`config.mk`:
```
export PLATFORM = sky130hd
export DESIGN_NAME = serial_word_tx
export DESIGN_NICKNAME = d
export VERILOG_FILES = /design/src/rtl/serial_word_tx.sv
export SDC_FILE = /design/constraint.sdc
export NUM_CORES = 1
export LEC_CHECK = 0
export ABC_AREA = 1
export CORE_UTILIZATION = 42
export CTS_BUF_LIST = sky130_fd_sc_hd__clkbuf_2
export CTS_CLUSTER_SIZE = 16
export DETAILED_ROUTE_END_ITERATION = 12
export PLACE_DENSITY_LB_ADDON = 0.3
export SYNTH_ARGS = -nofsm -noshare
export SYNTH_HDL_FRONTEND = slang
export SYNTH_SLANG_ARGS = --single-unit
```
`constraint.sdc`:
```
create_clock -name clk -period 3.8 [get_ports clk]
set_input_delay 0.95 -clock clk [delete_from_list [all_inputs] [get_ports clk]]
set_output_delay 0.95 -clock clk [all_outputs]
set_load 0.02 [all_outputs]
```
`src/rtl/serial_word_tx.sv`:
```
// Parallel-to-serial word transmitter: one-entry hold buffer feeding an LSB-first
// shifter with registered framing strobes and an optional idle gap between words.
module serial_word_tx #(
    parameter int   WIDTH    = 14,
    parameter int   GAP      = 0,
    parameter logic IDLE_BIT = 1'b0
) (
    input  logic             clk,
    input  logic             rst,
    input  logic [WIDTH-1:0] din,
    input  logic             din_valid,
    output logic             din_ready,
    output logic             out,
    output logic             out_valid,
    output logic             sof,
    output logic             eof,
    output logic             busy,
    output logic [1:0]       state_dbg
);

    typedef enum logic [1:0] {
        IDLE   = 2'd0,
        SHIFT  = 2'd1,
        GAP_ST = 2'd2
    } state_t;

    localparam logic [4:0] LAST_BIT = 5'(WIDTH - 1);
    localparam logic [3:0] GAP_LAST = (GAP > 0) ? 4'(GAP - 1) : 4'd0;

    state_t             state, state_n;
    logic [WIDTH-1:0]   hold;
    logic               hold_full;
    logic [WIDTH-1:0]   shreg, shreg_n;
    logic [4:0]         cnt, cnt_n;
    logic [3:0]         gcnt, gcnt_n;
    logic               out_n, out_valid_n, sof_n, eof_n;
    logic               load_now;

    // Handshake: a word transfers at a posedge where din_valid && din_ready.
    // din_ready depends only on rst and registered state, never on din_valid/din,
    // and is also high when the shifter drains the hold entry at that same edge.
    assign din_ready = !rst && (!hold_full || load_now);
    assign busy      = hold_full || (state != IDLE);
    assign state_dbg = state;

    always_ff @(posedge clk) begin
        if (rst) begin
            hold      <= '0;
            hold_full <= 1'b0;
        end else if (din_valid && din_ready) begin
            hold      <= din;
            hold_full <= 1'b1;
        end else if (load_now) begin
            hold_full <= 1'b0;
        end
    end

    always_ff @(posedge clk) begin
        if (rst) begin
            state     <= IDLE;
            shreg     <= '0;
            cnt       <= '0;
            gcnt      <= '0;
            out       <= IDLE_BIT;
            out_valid <= 1'b0;
            sof       <= 1'b0;
            eof       <= 1'b0;
        end else begin
            state     <= state_n;
            shreg     <= shreg_n;
            cnt       <= cnt_n;
            gcnt      <= gcnt_n;
            out       <= out_n;
            out_valid <= out_valid_n;
            sof       <= sof_n;
            eof       <= eof_n;
        end
    end

    always_comb begin
        state_n     = state;
        shreg_n     = shreg;
        cnt_n       = cnt;
        gcnt_n      = gcnt;
        out_n       = out;
        out_valid_n = out_valid;
        sof_n       = sof;
        eof_n       = eof;
        load_now    = 1'b0;

        case (state)
            IDLE: begin
                if (hold_full) begin
                    load_now = 1'b1;
                end else begin
                    out_n       = IDLE_BIT;
                    out_valid_n = 1'b0;
                    sof_n       = 1'b0;
                    eof_n       = 1'b0;
                end
            end
            SHIFT: begin
                if (cnt < LAST_BIT) begin
                    shreg_n = shreg >> 1;
                    out_n   = shreg[1];
                    cnt_n   = cnt + 5'd1;
                    sof_n   = 1'b0;
                    eof_n   = (cnt + 5'd1 == LAST_BIT);
                end else if (GAP > 0) begin
                    out_n       = IDLE_BIT;
                    out_valid_n = 1'b0;
                    sof_n       = 1'b0;
                    eof_n       = 1'b0;
                    gcnt_n      = 4'd0;
                    state_n     = GAP_ST;
                end else if (hold_full) begin
                    // Reload on the last-bit edge so consecutive words abut.
                    load_now = 1'b1;
                end else begin
                    out_n       = IDLE_BIT;
                    out_valid_n = 1'b0;
                    sof_n       = 1'b0;
                    eof_n       = 1'b0;
                    state_n     = IDLE;
                end
            end
            GAP_ST: begin
                if (gcnt == GAP_LAST) begin
                    if (hold_full) begin
                        load_now = 1'b1;
                    end else begin
                        state_n = IDLE;
                    end
                end else begin
                    gcnt_n = gcnt + 4'd1;
                end
            end
            default: begin
                state_n     = IDLE;
                out_n       = IDLE_BIT;
                out_valid_n = 1'b0;
                sof_n       = 1'b0;
                eof_n       = 1'b0;
            end
        endcase

        if (load_now) begin
            shreg_n     = hold;
            out_n       = hold[0];
            out_valid_n = 1'b1;
            sof_n       = 1'b1;
            eof_n       = 1'b0;
            cnt_n       = 5'd0;
            state_n     = SHIFT;
        end
    end

endmodule

```
==> Yosys cells after proc, flatten, opt, wreduce, memory -nomap -nowiden <==
Index checks and enable logic that the tools add are counted.
{ "word_totals": {"reg_bits": 44, "latch_bits": 0, "ram_bits": 0, "rom_bits": 0, "inputBits": 17, "output_inout_bits": 8, "wordCells": 73, "n_memories": 0} }
{ "op_classes": {"n_addsub": 2, "n_mul": 0, "div_mod_pow": 0, "magnitude_cmp": 1, "eq_ne": 9, "n_shift": 0, "muxes": 29, "bitwise_logic": 2, "n_reduce_logical": 19} }
{ "op_table": {"columns": ["cell", "n"], "rows": [
  ["$mux 14", 3],
  ["$mux 1", 17],
  ["$pmux 1 s3", 5],
  ["$ne 2x2->1 const B", 4],
  ["$reduce_and 2->1", 4],
  ["$reduce_bool 2->1", 4],
  ["$mux 2", 3],
  ["$ne 3x3->1 const B", 2],
  ["$pmux 2 s3", 1],
  ["$reduce_and 3->1", 2],
  ["$add 5x1->5 const B", 1],
  ["$eq 5x4->1 const B", 1],
  ["$lt 5x4->1 const B", 1],
  ["$add 4x1->4 const B", 1],
  ["$logic_not 4->1", 1],
  ["$eq 2x1->1 const B", 1],
  ["$eq 2x2->1 const B", 1],
  ["$logic_and 1x1->1", 2],
  ["$logic_not 1->1", 2],
  ["$logic_not 2->1", 1],
  ["$logic_or 1x1->1", 2],
  ["$not 1->1", 2],
  ["$reduce_or 2->1", 1]
]} }

==> Depth between registers and ports, before layout <==
{ "logic_depth": {"depth_word": 7, "ltp_mapped": 10, "mapped_depth_nobuf": 9} }

==> Worst setup path after synthesis <==
No wires, ideal clock.
{ "synth_path": {"path_type": "input -> output", "start": "input rst", "end": "output din_ready", "arrival_ns": 1.484, "t_required_ns": 2.850, "setup_slack_ns": 1.366, "path_stages": 5, "path_buffers": 2, "path_cell_list": "buf_2 > inv_1 > nand2_2 > inv_2 > buf_6"} }
{ "synth_between": {"elab_chain_len": 2} }
{ "synth_rtl": {"columns": ["element", "line_no", "rtl"], "rows": [
  ["from (decl)", "9", "input logic rst,"],
  ["$logic_not 1->1", "42", "assign din_ready = !rst && (!hold_full || load_now);"],
  ["$logic_and 1x1->1", "42", null],
  ["to (decl)", "12", "output logic din_ready,"]
]} }
Every way passes these cells.

==> Worst setup path in the final report <==
Same ends and word-level chain as after synthesis.

==> flow_metrics.py <==
metrics = {
    "outcome": {
        "status": "finished, final reports clean",
    },
    "final_layout": {
        "seq_area_um2": 761,
        "drive_gt1_share_pct": 8.26,
        "largest-register": "hold",
        "final_cell_mix": "nand3_1, nand2_1, dfxtp_1",
        "insertedDiodeCount": 0,
        "largest_reg_flops": 14,
        "nFillCells": 387,
        "final_core_util_pct": 51.6,
        "area_growth_syn_to_layout_pct": 13.8,
        "multiInputGateArea_um2": 783,
        "final_nets": 261,
        "reg.largest.list": "hold: 14 flops, shreg: 13 flops, cnt: 5 flops",
        "mostFrequentLayoutCell": "nand3_1",
        "layoutNonFillerInstCount": 290,
    },
    "synthesis": {
        "synth_top_family_by_area": "simple AND/OR/NAND/NOR gates",
        "ys.flop_type": "dfxtp_1",
        "synth_fp_nets": 244,
        "synth_top_cell_area_share_pct": 44.2,
        "muxShareOfSynthArea_pct": 0,
        "synth_edf_count": 0,
        "syn_area_per_cell_um2": 7.66,
        "yosys_warnings": 0,
        "ys_top_cells_by_area": "dfxtp_1, nand3_1, nand2_1",
        "synth_xor_area_share_pct": 0.508,
        "yosys.area.top_type": "dfxtp_1",
        "yosysUniqueCellTypes": 29,
        "synth_area_mm2": 0.00172,
        "yosysSeqAreaShare_pct": 44.2,
        "synthSimpleGateAreaFrac_pct": 38.8,
        "synth-compound-area-share_pct": 4.50,
        "ys_ff_latch": 38,
        "async_reset_ff_share_pct": 0,
        "syn-instance-count": 225,
        "synthAdderAreaFrac_pct": 1.45,
    },
    "worst_setup_path": {
        "cp_cell_sequence": "clkdlybuf4s50_1 > inv_1 > nand2_2 > inv_2 > clkdlybuf4s50_1",
        "rr_worst_depth": 7,
        "cp-startpoint": "rst",
        "critPathCaptureType": "primary output",
        "cpMaxStageDelayCell": "clkdlybuf4s50_1",
        "r2r_slack_ns": 1.97,
        "critPathTopFamily": "buffers and inverters",
        "critPathRequiredTime_ns": 2.85,
        "cp.arrival_ns": 2.36,
        "cp_common_cell": "clkdlybuf4s50_1",
        "rr_startpoint": "cnt[2]",
        "startpoint_type": "primary input",
        "crit_fanout": 15,
        "slowest_delay_ns": 0.65,
        "path_class": "primary input to primary output",
        "r2r_end": "cnt[2]",
        "worst-path-buf-inv": 4,
    },
    "sta": {
        "setup_violations": 0,
        "worst_pin_slew_ns": 0.531,
        "fin_crit_ns": 3.31,
        "timing.fmax_mhz": 302,
        "finalWorstSetupSlack_ns": 0.485,
        "timing.hold.ws_ns": 0.477,
        "rsz0062_at_grt": "false",
        "period_share_pct": 87.2,
        "hold_violations": 0,
        "relSlewSlack_pct": 64.5,
        "tns_ns": 0,
        "clock-skew-final_ns": 0.00228,
        "slew_violations": 0,
    },
    "cts": {
        "htreeDepth": 2,
        "clockBufferDepth": 2,
        "cts_num_sinks": 38,
        "cts_hold_buf": 0,
        "cts_tree": "done",
        "cts_setup_buffers": 0,
        "worst_skew_pair.late_latency_ns": 0.38,
        "cts_root_buf": "clkbuf_2",
        "clk_pin_slew_worst_paths_ns": 0.18,
        "cts_made_buffers": 5,
        "cts_resized": 0,
    },
    "placed_design": {
        "hpwl_um": 2230,
        "portBuffers": 23,
        "pre_cts_ws_ns": 0.496,
        "dp_cells": 283,
        "gp_congestion": 0.759,
    },
    "grt": {
        "antenna_found_initial": 0,
        "grt_pass1_vias": 1311,
        "grt_pass1_wl_um": 5820,
        "grt.overflow.total": 0,
        "grtUsageTotal_pct": 17.8,
        "grt_max_degree": 32,
    },
    "power": {
        "max-vdd-ir-drop_mv": 0.170,
        "power_density_mw_per_mm2": 348,
        "p_leak_nw": 0.876,
    },
    "floorplanning": {
        "die_w_um": 66.1,
        "die_h_um": 66.1,
        "dieArea_mm2": 0.00436,
        "ioPinCount": 25,
        "start_util_pct": 45.4,
        "num_rows": 22,
        "fp.coreArea_mm2": 0.00380,
    },
    "drt": {
        "drtIter0Drc": 58,
        "drc": 0,
        "drtPass1Iterations": 4,
        "via_per_inst": 5.11,
        "drt_wl_total_um": 3350,
        "vias": 1482,
        "ant_nets": 0,
        "wl_per_cell_um": 11.6,
    },
    "min_path": {
        "hold_class": "flip-flop to flip-flop",
        "hold_depth": 2,
        "holdPathEnd": "hold[2]",
        "hold_path.startpoint": "hold[2]",
    },
    "job": {
        "drv_cap": 0,
    },
}
## worst max path at each step
stage                 to  slack, ns  cells after the start
3_3_place_gp   din_ready       0.50                      5
6_report       din_ready       0.49                      5
3_5_place_dp   din_ready       0.50                      5
5_1_grt        din_ready       0.35                      7
2_1_floorplan  din_ready       1.37                      5
4_1_cts        din_ready       0.48                      5
## worst register-to-register path, stage by stage, from the launching register on
cell	delay [ns]
dfxtp_1	0.45
nand2_1	0.11
clkinv_1	0.08
nand3_4	0.21
nand2_4	0.36
nand2_1	0.18
nand2_1	0.22
o21ai_0	0.12
## layout make-up
cell class,count,share of cell area [%]
inverter,19,3.77
multi-input combinational,153,39.9
timing repair buffer,25,12.5
clock inverter,1,0.383
sequential,38,38.8
clock buffer,6,1.53
tap,48,3.06
## synth_stat cells, drive strengths merged, types with 2 or more instances
cell	n
buf	13
a21oi	5
ha	2
clkbuf	2
nand2	47
inv	18
nor2	8
o21ai	3
dfxtp	38
nand3	81
## report_power, final
part / switching, mW / internal [mW]
clock: 0.129 / 0.0446
combinational: 0.0467 / 0.0358
sequential: 0.0105 / 0.416
total: 0.187 / 0.496
## cells by family after synthesis
logic type | after synthesis
AND/OR/NAND/NOR | 137
buffers and inverters | 34
XOR/XNOR | 1
AO/OA/AOI/OAI | 12
adder cells (fa/ha/maj) | 2
flip-flops | 38
other | 1
## per-layer routing
layer	routed length (um)	global-route usage (%)	up-vias
met1	1620	22.5	665
met5	0	0	-
met3	162	6.21	7
met2	1520	27.8	37
li1	-	-	773
met4	46	6.38	0
## metrics by stage
| step | power [mW] | cell area [um^2] |
|---|---|---|
| floorplan | 0.489 | 1720 |
| global placement | 0.516 | 1920 |
| detailed placement | 0.517 | 1920 |
| CTS | 0.691 | 1960 |
| global route | 0.720 | 1960 |
| finish | 0.683 | 1960 |
(Power assumes the default switching activity.)
